[src/rtl/ex_stage_muldiv.sv]
// Execute stage: operand forwarding, single-cycle ALU, iterative multiply/divide, EX/MEM result register.
// Define MULDIV_SIGNED_EN to make MUL/MULH/DIV/REM two's-complement signed (unsigned otherwise).
module ex_stage_muldiv #(
    parameter int unsigned XLEN      = 32,
    parameter int unsigned RAW       = 5,
    parameter int unsigned MD_CYCLES = XLEN
) (
    input  logic            clk,
    input  logic            reset_b,
    input  logic            flush,
    input  logic            in_valid,
    output logic            in_ready,
    input  logic [3:0]      in_op,
    input  logic            in_src2_imm,
    input  logic [RAW-1:0]  in_rs,
    input  logic [RAW-1:0]  in_rt,
    input  logic [RAW-1:0]  in_rd,
    input  logic [XLEN-1:0] in_rs_data,
    input  logic [XLEN-1:0] in_rt_data,
    input  logic [XLEN-1:0] in_imm,
    input  logic            in_regwrite,
    input  logic [RAW-1:0]  exm_rd,
    input  logic [RAW-1:0]  mwb_rd,
    input  logic [XLEN-1:0] exm_data,
    input  logic [XLEN-1:0] mwb_data,
    input  logic            exm_regwrite,
    input  logic            mwb_regwrite,
    output logic            out_valid,
    input  logic            out_ready,
    output logic [XLEN-1:0] out_result,
    output logic [RAW-1:0]  out_rd,
    output logic            out_regwrite,
    output logic [XLEN-1:0] out_store_data,
    output logic            busy
);

    localparam int unsigned STEP = XLEN / MD_CYCLES;
    localparam int unsigned SHW  = $clog2(XLEN);
    localparam int unsigned CNTW = (MD_CYCLES > 1) ? $clog2(MD_CYCLES) : 1;
    localparam logic [CNTW-1:0] CNT_LAST = CNTW'(MD_CYCLES - 1);

    typedef enum logic [1:0] {S_IDLE, S_RUN, S_DONE} state_e;

    state_e            state_q, state_d;
    logic              busy_q, busy_d;
    logic [CNTW-1:0]   cnt_q, cnt_d;
    logic [1:0]        op_q, op_d;
    logic [XLEN-1:0]   a_q, a_d, hi_q, hi_d, lo_q, lo_d;
    logic              neg_q, neg_d, rneg_q, rneg_d;
    logic [RAW-1:0]    md_rd_q, md_rd_d;
    logic              md_rw_q, md_rw_d;
    logic [XLEN-1:0]   md_store_q, md_store_d;
    logic              out_valid_q, out_valid_d;
    logic [XLEN-1:0]   out_result_q, out_result_d;
    logic [RAW-1:0]    out_rd_q, out_rd_d;
    logic              out_rw_q, out_rw_d;
    logic [XLEN-1:0]   out_store_q, out_store_d;

    logic [XLEN-1:0]   fwd_a_c, fwd_b_c, op_b_c, alu_c, a_mag_c, b_mag_c, md_result_c;
    logic [XLEN-1:0]   hi_step_c, lo_step_c;
    logic [XLEN:0]     tmp_c, diff_c, sum_c;
    logic [2*XLEN-1:0] prod_c;
    logic              sa_c, sb_c, accept_c, is_md_c, done_load_c;

    // Forwarding: EX/MEM beats MEM/WB, register 0 never forwarded
    assign fwd_a_c = (exm_regwrite && exm_rd == in_rs && in_rs != '0) ? exm_data :
                     (mwb_regwrite && mwb_rd == in_rs && in_rs != '0) ? mwb_data : in_rs_data;
    assign fwd_b_c = (exm_regwrite && exm_rd == in_rt && in_rt != '0) ? exm_data :
                     (mwb_regwrite && mwb_rd == in_rt && in_rt != '0) ? mwb_data : in_rt_data;
    assign op_b_c  = in_src2_imm ? in_imm : fwd_b_c;

    assign in_ready       = !busy_q && (!out_valid_q || out_ready);
    assign accept_c       = in_valid && in_ready;
    assign is_md_c        = (in_op[3:2] == 2'b10);
    assign done_load_c    = (state_q == S_DONE) && (!out_valid_q || out_ready);
    assign busy           = busy_q;
    assign out_valid      = out_valid_q;
    assign out_result     = out_result_q;
    assign out_rd         = out_rd_q;
    assign out_regwrite   = out_rw_q;
    assign out_store_data = out_store_q;

`ifdef MULDIV_SIGNED_EN
    assign sa_c = fwd_a_c[XLEN-1];
    assign sb_c = op_b_c[XLEN-1];
`else
    assign sa_c = 1'b0;
    assign sb_c = 1'b0;
`endif
    assign a_mag_c = sa_c ? -fwd_a_c : fwd_a_c;
    assign b_mag_c = sb_c ? -op_b_c : op_b_c;

    always_comb begin
        case (in_op)
            4'd0:    alu_c = fwd_a_c + op_b_c;
            4'd1:    alu_c = fwd_a_c - op_b_c;
            4'd2:    alu_c = fwd_a_c & op_b_c;
            4'd3:    alu_c = fwd_a_c | op_b_c;
            4'd4:    alu_c = fwd_a_c ^ op_b_c;
            4'd5:    alu_c = XLEN'($signed(fwd_a_c) < $signed(op_b_c));
            4'd6:    alu_c = fwd_a_c << op_b_c[SHW-1:0];
            4'd7:    alu_c = fwd_a_c >> op_b_c[SHW-1:0];
            default: alu_c = '0;
        endcase
    end

    // STEP iterations per cycle: shift-add multiply ({hi,lo} = product) or restoring divide (hi = rem, lo = quot)
    always_comb begin
        hi_step_c = hi_q;
        lo_step_c = lo_q;
        tmp_c     = '0;
        diff_c    = '0;
        sum_c     = '0;
        for (int unsigned i = 0; i < STEP; i++) begin
            if (op_q[1]) begin
                tmp_c  = {hi_step_c, lo_step_c[XLEN-1]};
                diff_c = tmp_c - {1'b0, a_q};
                if (!diff_c[XLEN]) begin
                    hi_step_c = diff_c[XLEN-1:0];
                    lo_step_c = {lo_step_c[XLEN-2:0], 1'b1};
                end else begin
                    hi_step_c = tmp_c[XLEN-1:0];
                    lo_step_c = {lo_step_c[XLEN-2:0], 1'b0};
                end
            end else begin
                sum_c = {1'b0, hi_step_c} + (lo_step_c[0] ? {1'b0, a_q} : '0);
                {hi_step_c, lo_step_c} = {sum_c, lo_step_c[XLEN-1:1]};
            end
        end
    end

    // Sign correction and divide-by-zero override applied as the result is loaded
    always_comb begin
        prod_c = neg_q ? -{hi_q, lo_q} : {hi_q, lo_q};
        case (op_q)
            2'd0:    md_result_c = prod_c[XLEN-1:0];
            2'd1:    md_result_c = prod_c[2*XLEN-1:XLEN];
            2'd2:    md_result_c = (a_q == '0) ? '1 : (neg_q ? -lo_q : lo_q);
            default: md_result_c = rneg_q ? -hi_q : hi_q;
        endcase
    end

    always_ff @(posedge clk or negedge reset_b) begin
        if (!reset_b) state_q <= S_IDLE;
        else          state_q <= state_d;
    end

    always_comb begin
        state_d      = state_q;
        busy_d       = busy_q;
        cnt_d        = cnt_q;
        op_d         = op_q;
        a_d          = a_q;
        hi_d         = hi_q;
        lo_d         = lo_q;
        neg_d        = neg_q;
        rneg_d       = rneg_q;
        md_rd_d      = md_rd_q;
        md_rw_d      = md_rw_q;
        md_store_d   = md_store_q;
        out_valid_d  = out_valid_q;
        out_result_d = out_result_q;
        out_rd_d     = out_rd_q;
        out_rw_d     = out_rw_q;
        out_store_d  = out_store_q;
        if (flush) begin
            state_d     = S_IDLE;
            busy_d      = 1'b0;
            out_valid_d = 1'b0;
            out_rw_d    = 1'b0;
        end else begin
            if (out_ready) out_valid_d = 1'b0;
            case (state_q)
                S_IDLE: begin
                    if (accept_c && is_md_c) begin
                        state_d    = S_RUN;
                        busy_d     = 1'b1;
                        cnt_d      = '0;
                        op_d       = in_op[1:0];
                        a_d        = in_op[1] ? b_mag_c : a_mag_c;
                        lo_d       = in_op[1] ? a_mag_c : b_mag_c;
                        hi_d       = '0;
                        neg_d      = sa_c ^ sb_c;
                        rneg_d     = sa_c;
                        md_rd_d    = in_rd;
                        md_rw_d    = in_regwrite;
                        md_store_d = fwd_b_c;
                    end else if (accept_c) begin
                        out_valid_d  = 1'b1;
                        out_result_d = alu_c;
                        out_rd_d     = in_rd;
                        out_rw_d     = in_regwrite;
                        out_store_d  = fwd_b_c;
                    end
                end
                S_RUN: begin
                    hi_d  = hi_step_c;
                    lo_d  = lo_step_c;
                    cnt_d = cnt_q + CNTW'(1);
                    if (cnt_q == CNT_LAST) state_d = S_DONE;
                end
                S_DONE: begin
                    if (done_load_c) begin
                        state_d      = S_IDLE;
                        busy_d       = 1'b0;
                        out_valid_d  = 1'b1;
                        out_result_d = md_result_c;
                        out_rd_d     = md_rd_q;
                        out_rw_d     = md_rw_q;
                        out_store_d  = md_store_q;
                    end
                end
                default: state_d = S_IDLE;
            endcase
        end
    end

    always_ff @(posedge clk or negedge reset_b) begin
        if (!reset_b) begin
            busy_q       <= 1'b0;
            cnt_q        <= '0;
            op_q         <= '0;
            a_q          <= '0;
            hi_q         <= '0;
            lo_q         <= '0;
            neg_q        <= 1'b0;
            rneg_q       <= 1'b0;
            md_rd_q      <= '0;
            md_rw_q      <= 1'b0;
            md_store_q   <= '0;
            out_valid_q  <= 1'b0;
            out_result_q <= '0;
            out_rd_q     <= '0;
            out_rw_q     <= 1'b0;
            out_store_q  <= '0;
        end else begin
            busy_q       <= busy_d;
            cnt_q        <= cnt_d;
            op_q         <= op_d;
            a_q          <= a_d;
            hi_q         <= hi_d;
            lo_q         <= lo_d;
            neg_q        <= neg_d;
            rneg_q       <= rneg_d;
            md_rd_q      <= md_rd_d;
            md_rw_q      <= md_rw_d;
            md_store_q   <= md_store_d;
            out_valid_q  <= out_valid_d;
            out_result_q <= out_result_d;
            out_rd_q     <= out_rd_d;
            out_rw_q     <= out_rw_d;
            out_store_q  <= out_store_d;
        end
    end

endmodule
[config.mk]
export PLATFORM = sky130hd
export DESIGN_NAME = ex_stage_muldiv
export DESIGN_NICKNAME = d
export VERILOG_FILES = /design/src/rtl/ex_stage_muldiv.sv
export SDC_FILE = /design/constraint.sdc
export NUM_CORES = 1
export LEC_CHECK = 0
export CAP_MARGIN = 20
export CORE_MARGIN = 2
export CORE_UTILIZATION = 57
export DETAILED_ROUTE_END_ITERATION = 10
export MAX_ROUTING_LAYER = met4
export PLACE_DENSITY = 0.8
export SLEW_MARGIN = 20
export SYNTH_ARGS = -nofsm -noshare
export SYNTH_HDL_FRONTEND = slang
export SYNTH_SLANG_ARGS = --single-unit
[constraint.sdc]
create_clock -name clk -period 4.15 [get_ports clk]
set_input_delay 1.0375 -clock clk [delete_from_list [all_inputs] [get_ports clk]]
set_output_delay 1.0375 -clock clk [all_outputs]
set_load 0.01 [all_outputs]
==> results of run 1 <==
cell families after synthesis:
family / Yosys count
compound gates: 1103
xor+xnor: 90
fa+ha+maj: 184
buf+inv: 370
flops: 215
mux: 196
simple gates: 1147
cell usage after synthesis (22+ instances only):
cell type	n
o22ai_1	33
a21oi_1	228
nor2b_1	24
buf_1	27
nand2_1	500
ha_1	180
or3_1	22
o21bai_1	24
a211oi_1	41
nand2b_1	29
o21ai_0	357
a31oi_1	88
a21o_1	48
nand3_1	137
a221oi_1	24
nor3_1	76
nor2_1	239
dfrtp_1	215
o211ai_1	26
and2_1	41
buf_2	22
xnor2_1	69
mux2i_1	170
inv_1	134
clkbuf_1	178
a22oi_1	35
routing by layer:
metal	GRT overflow	GRT usage
met3	15	0.6035
met1	5	0.7519
met5	-	-
met2	107	0.9048
met4	66	0.7224
through the flow:
| stage | hold slack, ns | cells |
|---|---|---|
| 3_3_place_gp | 0.4575 | 4587 |
| 4_1_cts | 0.4353 | 4723 |
| 3_5_place_dp | 0.4627 | 4587 |
| 2_1_floorplan | 0.4455 | 3305 |
what timing repair did:
action                                 in CTS
endpoints found under the hold margin       0
pin swaps                                 114
setup buffers                              92
resized for setup                         334
setup endpoints to repair                  32
==> flow_metrics.tcl, run 1 <==
set metrics [dict create \
    status "did not finish" \
    stop_stage "5_1_grt" \
    tool.error "[ERROR GRT-0232] Routing congestion too high. Check the congestion heatmap in the GUI." \
    postCtsHoldBufs 0 \
    synth_largest_area_cell "dfrtp_1" \
    ys.flop_type "dfrtp_1" \
    initial_utilization 0.5755 \
    gp_congestion 1.349 \
    syn-cell-area_mm2 0.02409 \
    grt_max_degree 82 \
    synth_compound_area_frac 0.2893 \
    synth.avg_cell_area_um2 7.288 \
    numCtsBuffers 26 \
    ctsHtreeMaxLevel 1 \
    dp_hpwl_mm 88.45 \
    synthCells 3305 \
    synth_mux_area_frac 0.08545 \
    synth_xor_area_frac 0.03273 \
    ys_top_cells_by_area "dfrtp_1 (22%), ha_1 (9.4%), nand2_1 (7.8%)" \
    synth_warnings 0 \
    cts_num_sinks 215 \
    track_usage 0.7592 \
    synth-async-reset-ratio 1.000 \
    synth_nets 3687 \
    clockBufferDepth 3 \
    fp.dieH_um 209.6 \
    io_pins 271 \
    synth_cell_types 94 \
    ys_ff_latch 215 \
    portBuffers 270 \
    synthAdderAreaFrac 0.09683 \
    synth_edf_count 0 \
    synth_top_family_by_area "compound AO/OA/AOI/OAI gates" \
    dpl_cell_area_mm2 0.03219 \
    synthSimpleGateAreaFrac 0.2131 \
    rows 75 \
    root_buffer "clkbuf_16" \
    synth_seq_area_share 0.2234 \
    dpl_worst_slack_ns -2.098 \
    grt_overflow 193 \
    die_x_um 209.6 \
    netlist.area_leader.share 0.2234 \
]
==> run 2: changes to the inputs <==
Settings changed: CORE_UTILIZATION 57 to 40, MAX_ROUTING_LAYER met4 to not set, PLACE_DENSITY 0.8 to not set, PLACE_DENSITY_LB_ADDON set to 0.15.
==> flow_metrics.tcl, run 2 <==
set metrics [dict create \
    status "finished, violations left" \
    violations "setup timing" \
    dpl_worst_slack_ns -2.086 \
    drive_gt1_frac 0.3052 \
    synth_largest_area_cell "dfrtp_1" \
    finalCriticalPeriod_ns 5.074 \
    cp-end-kind "register" \
    syn2layout_area_growth_pct 53.30 \
    n_fill_cell 5092 \
    clkTransAtPathRegs_ns 0.06 \
    yosys-top-cells-count "nand2_1 (500), o21ai_0 (357), nor2_1 (239), a21oi_1 (228), dfrtp_1 (215)" \
    syn-cell-area_mm2 0.02409 \
    ctsHtreeMaxLevel 1 \
    synth_edf_count 0 \
    synth_warnings 0 \
    power_density_mw_per_mm2 345.3 \
    clock-skew-final_ns 0.02314 \
    drv_cap 0 \
    ant_nets 0 \
    tightest_slew_ns 1.203 \
    dieArea_mm2 0.06220 \
    cts_tree "done" \
    cp_num_cells 23 \
    num_vias 31460 \
    synth-async-reset-ratio 1.000 \
    arrival_ns 5.55 \
    synth_cell_types 94 \
    track_usage 0.4265 \
    fp.dieH_um 249.4 \
    num-nets-final 4666 \
    postCtsHoldBufs 0 \
    finalMaxSlewViolations 0 \
    slew_headroom 0.1771 \
    crit_chain "buf_6, or4_4, buf_6, o211ai_4, or2_4, buf_4, nor2_2, a31oi_4, ha_4, buf_4, nor2b_4, o21a_4, or3b_4, a21oi_4, buf_4, buf_6, o21bai_2, a21oi_2, nor2_2, o41ai_2, xnor2_1, nand2_1, a311oi_1" \
    initial_utilization 0.4066 \
    final_cell_area_mm2 0.03692 \
    hold_class "reg2reg" \
    ys_top_cells_by_area "dfrtp_1 (22%), ha_1 (9.4%), nand2_1 (7.8%)" \
    crit_path_start_kind "input pin" \
    dr.first_iter.drc_count 3410 \
    area.sequential_mm2 0.005383 \
    fin_crit_sh 1.223 \
    clockBufferDepth 3 \
    cts_num_sinks 215 \
    drc 0 \
    synth_most_common_cell "nand2_1" \
    grt_max_degree 109 \
    postRouteWirelength_mm 139.1 \
    final_common_cell "buf_4" \
    finish.utilization 0.6233 \
    numCtsBuffers 27 \
    crit_required_ns 4.63 \
    routedWlPerCell_um 27.38 \
    antenna_found_initial 6 \
    core_area_mm2 0.05924 \
    gp_congestion 1.076 \
    ys.flop_type "dfrtp_1" \
    dp_hpwl_mm 109.9 \
    rsz0062_at_grt "yes" \
    clk_latency_ns 0.59 \
    multi_input_area_mm2 0.01916 \
    slowest_delay_ns 0.55 \
    rows 89 \
    portBuffers 270 \
    synth_nets 3687 \
    min_path_cells 2 \
    firstDrtPassIters 6 \
    grt_overflow 0 \
    synthCells 3305 \
    path_buf_inv 6 \
    root_buffer "clkbuf_16" \
    synth_seq_area_share 0.2234 \
    cp_max_fo 6 \
    ys_ff_latch 215 \
    hold_viol 0 \
    grt_pass1_vias 30570 \
    vdd_drop_max_mv 0.3054 \
    crit_family "compound AO/OA/AOI/OAI gates" \
    max_freq_mhz 197.1 \
    p_leak_nw 16.81 \
    synth.avg_cell_area_um2 7.288 \
    fin_ws_ns -0.9235 \
    dpl_cell_area_mm2 0.03332 \
    netlist.area_leader.share 0.2234 \
    rr_worst_depth 17 \
    grt_pass1_wl_mm 199.8 \
    final_cell_mix "buf_4 (833), nand2_1 (492), o21ai_0 (289)" \
    drt-vias-per-instance 6.192 \
    crit_slowest_cell "or4_4" \
    die_x_um 249.4 \
    setup_viol 31 \
    io_pins 271 \
    worstSetupPathType "in2reg" \
]
-- run 2: worst min-delay path, delay by kind of cell, from the launching register on --
family / cells / cell delay (ns)
DFF: 1 / 0.34
and+or+nand+nor: 2 / 0.11
-- run 2: cell families after synthesis --
logic type,count (synthesis),share of synthesized area
mux,196,0.08545
fa+ha+maj,184,0.09683
simple gates,1147,0.2131
flops,215,0.2234
compound gates,1103,0.2893
xor+xnor,90,0.03273
buf+inv,370,0.05922
-- run 2: what timing repair did --
item,4_1_cts,5_1_grt
buffers inserted,79,43
resized for setup,347,189
endpoints found under the setup margin,41,64
pin swaps,134,99
gates cloned,1,0
-- run 2: final cells by class --
cell class | instances | share of cell area
diodes | 3 | 0.0002033
clock buffers | 38 | 0.02077
clock inverters | 12 | 0.002846
inverters | 141 | 0.01440
multi-input cells | 2720 | 0.5190
flip-flops and latches | 215 | 0.1458
well taps | 773 | 0.02619
repair buffers | 1179 | 0.2708
-- run 2: where the power goes --
part | leakage, nW | internal (mW) | switching, mW
sequential | 2.70 | 2.56 | 0.492
combinational | 13.7 | 3.34 | 3.96
clock | 0.427 | 1.35 | 1.05
-- run 2: layer usage --
| layer | vias to the layer above | wire [um] | GRT usage |
|---|---|---|---|
| met5 | - | 23 | 0 |
| met4 | 4 | 10210 | 0.2386 |
| met3 | 472 | 14150 | 0.1116 |
| met2 | 1877 | 62210 | 0.6958 |
| met1 | 15160 | 52550 | 0.5104 |
| li1 | 13950 | - | - |
-- run 2: path summary, 6_finish.rpt --
| path | from | slack [ns] | endpoint |
|---|---|---|---|
| max | in_rs[4] | -0.92 | out_result[16] |
| min | md_store_q[31] | 0.48 | md_store_q[31] |
| max reg2reg | lo_q[31] | 0.14 | hi_q[11] |
| min reg2reg | md_store_q[31] | 0.48 | md_store_q[31] |
| max in group asynchronous | reset_b | 2.68 | out_store_data[30] |
| min in group asynchronous | reset_b | 0.54 | cnt_q[1] |
-- run 2: per-stage QoR --
step	TNS (ns)	std cells	total power [mW]	hold WS, ns
2_1_floorplan	-25.67	3305	6.376	0.4455
3_3_place_gp	-61.55	4922	9.393	0.4568
3_5_place_dp	-64.75	4922	9.541	0.4618
4_1_cts	-15.70	5050	12.33	0.4770
5_1_grt	-22.75	5079	13.33	0.4972
6_report	-18.67	5081	12.75	0.4781
Power figures use the tool's default switching activity.
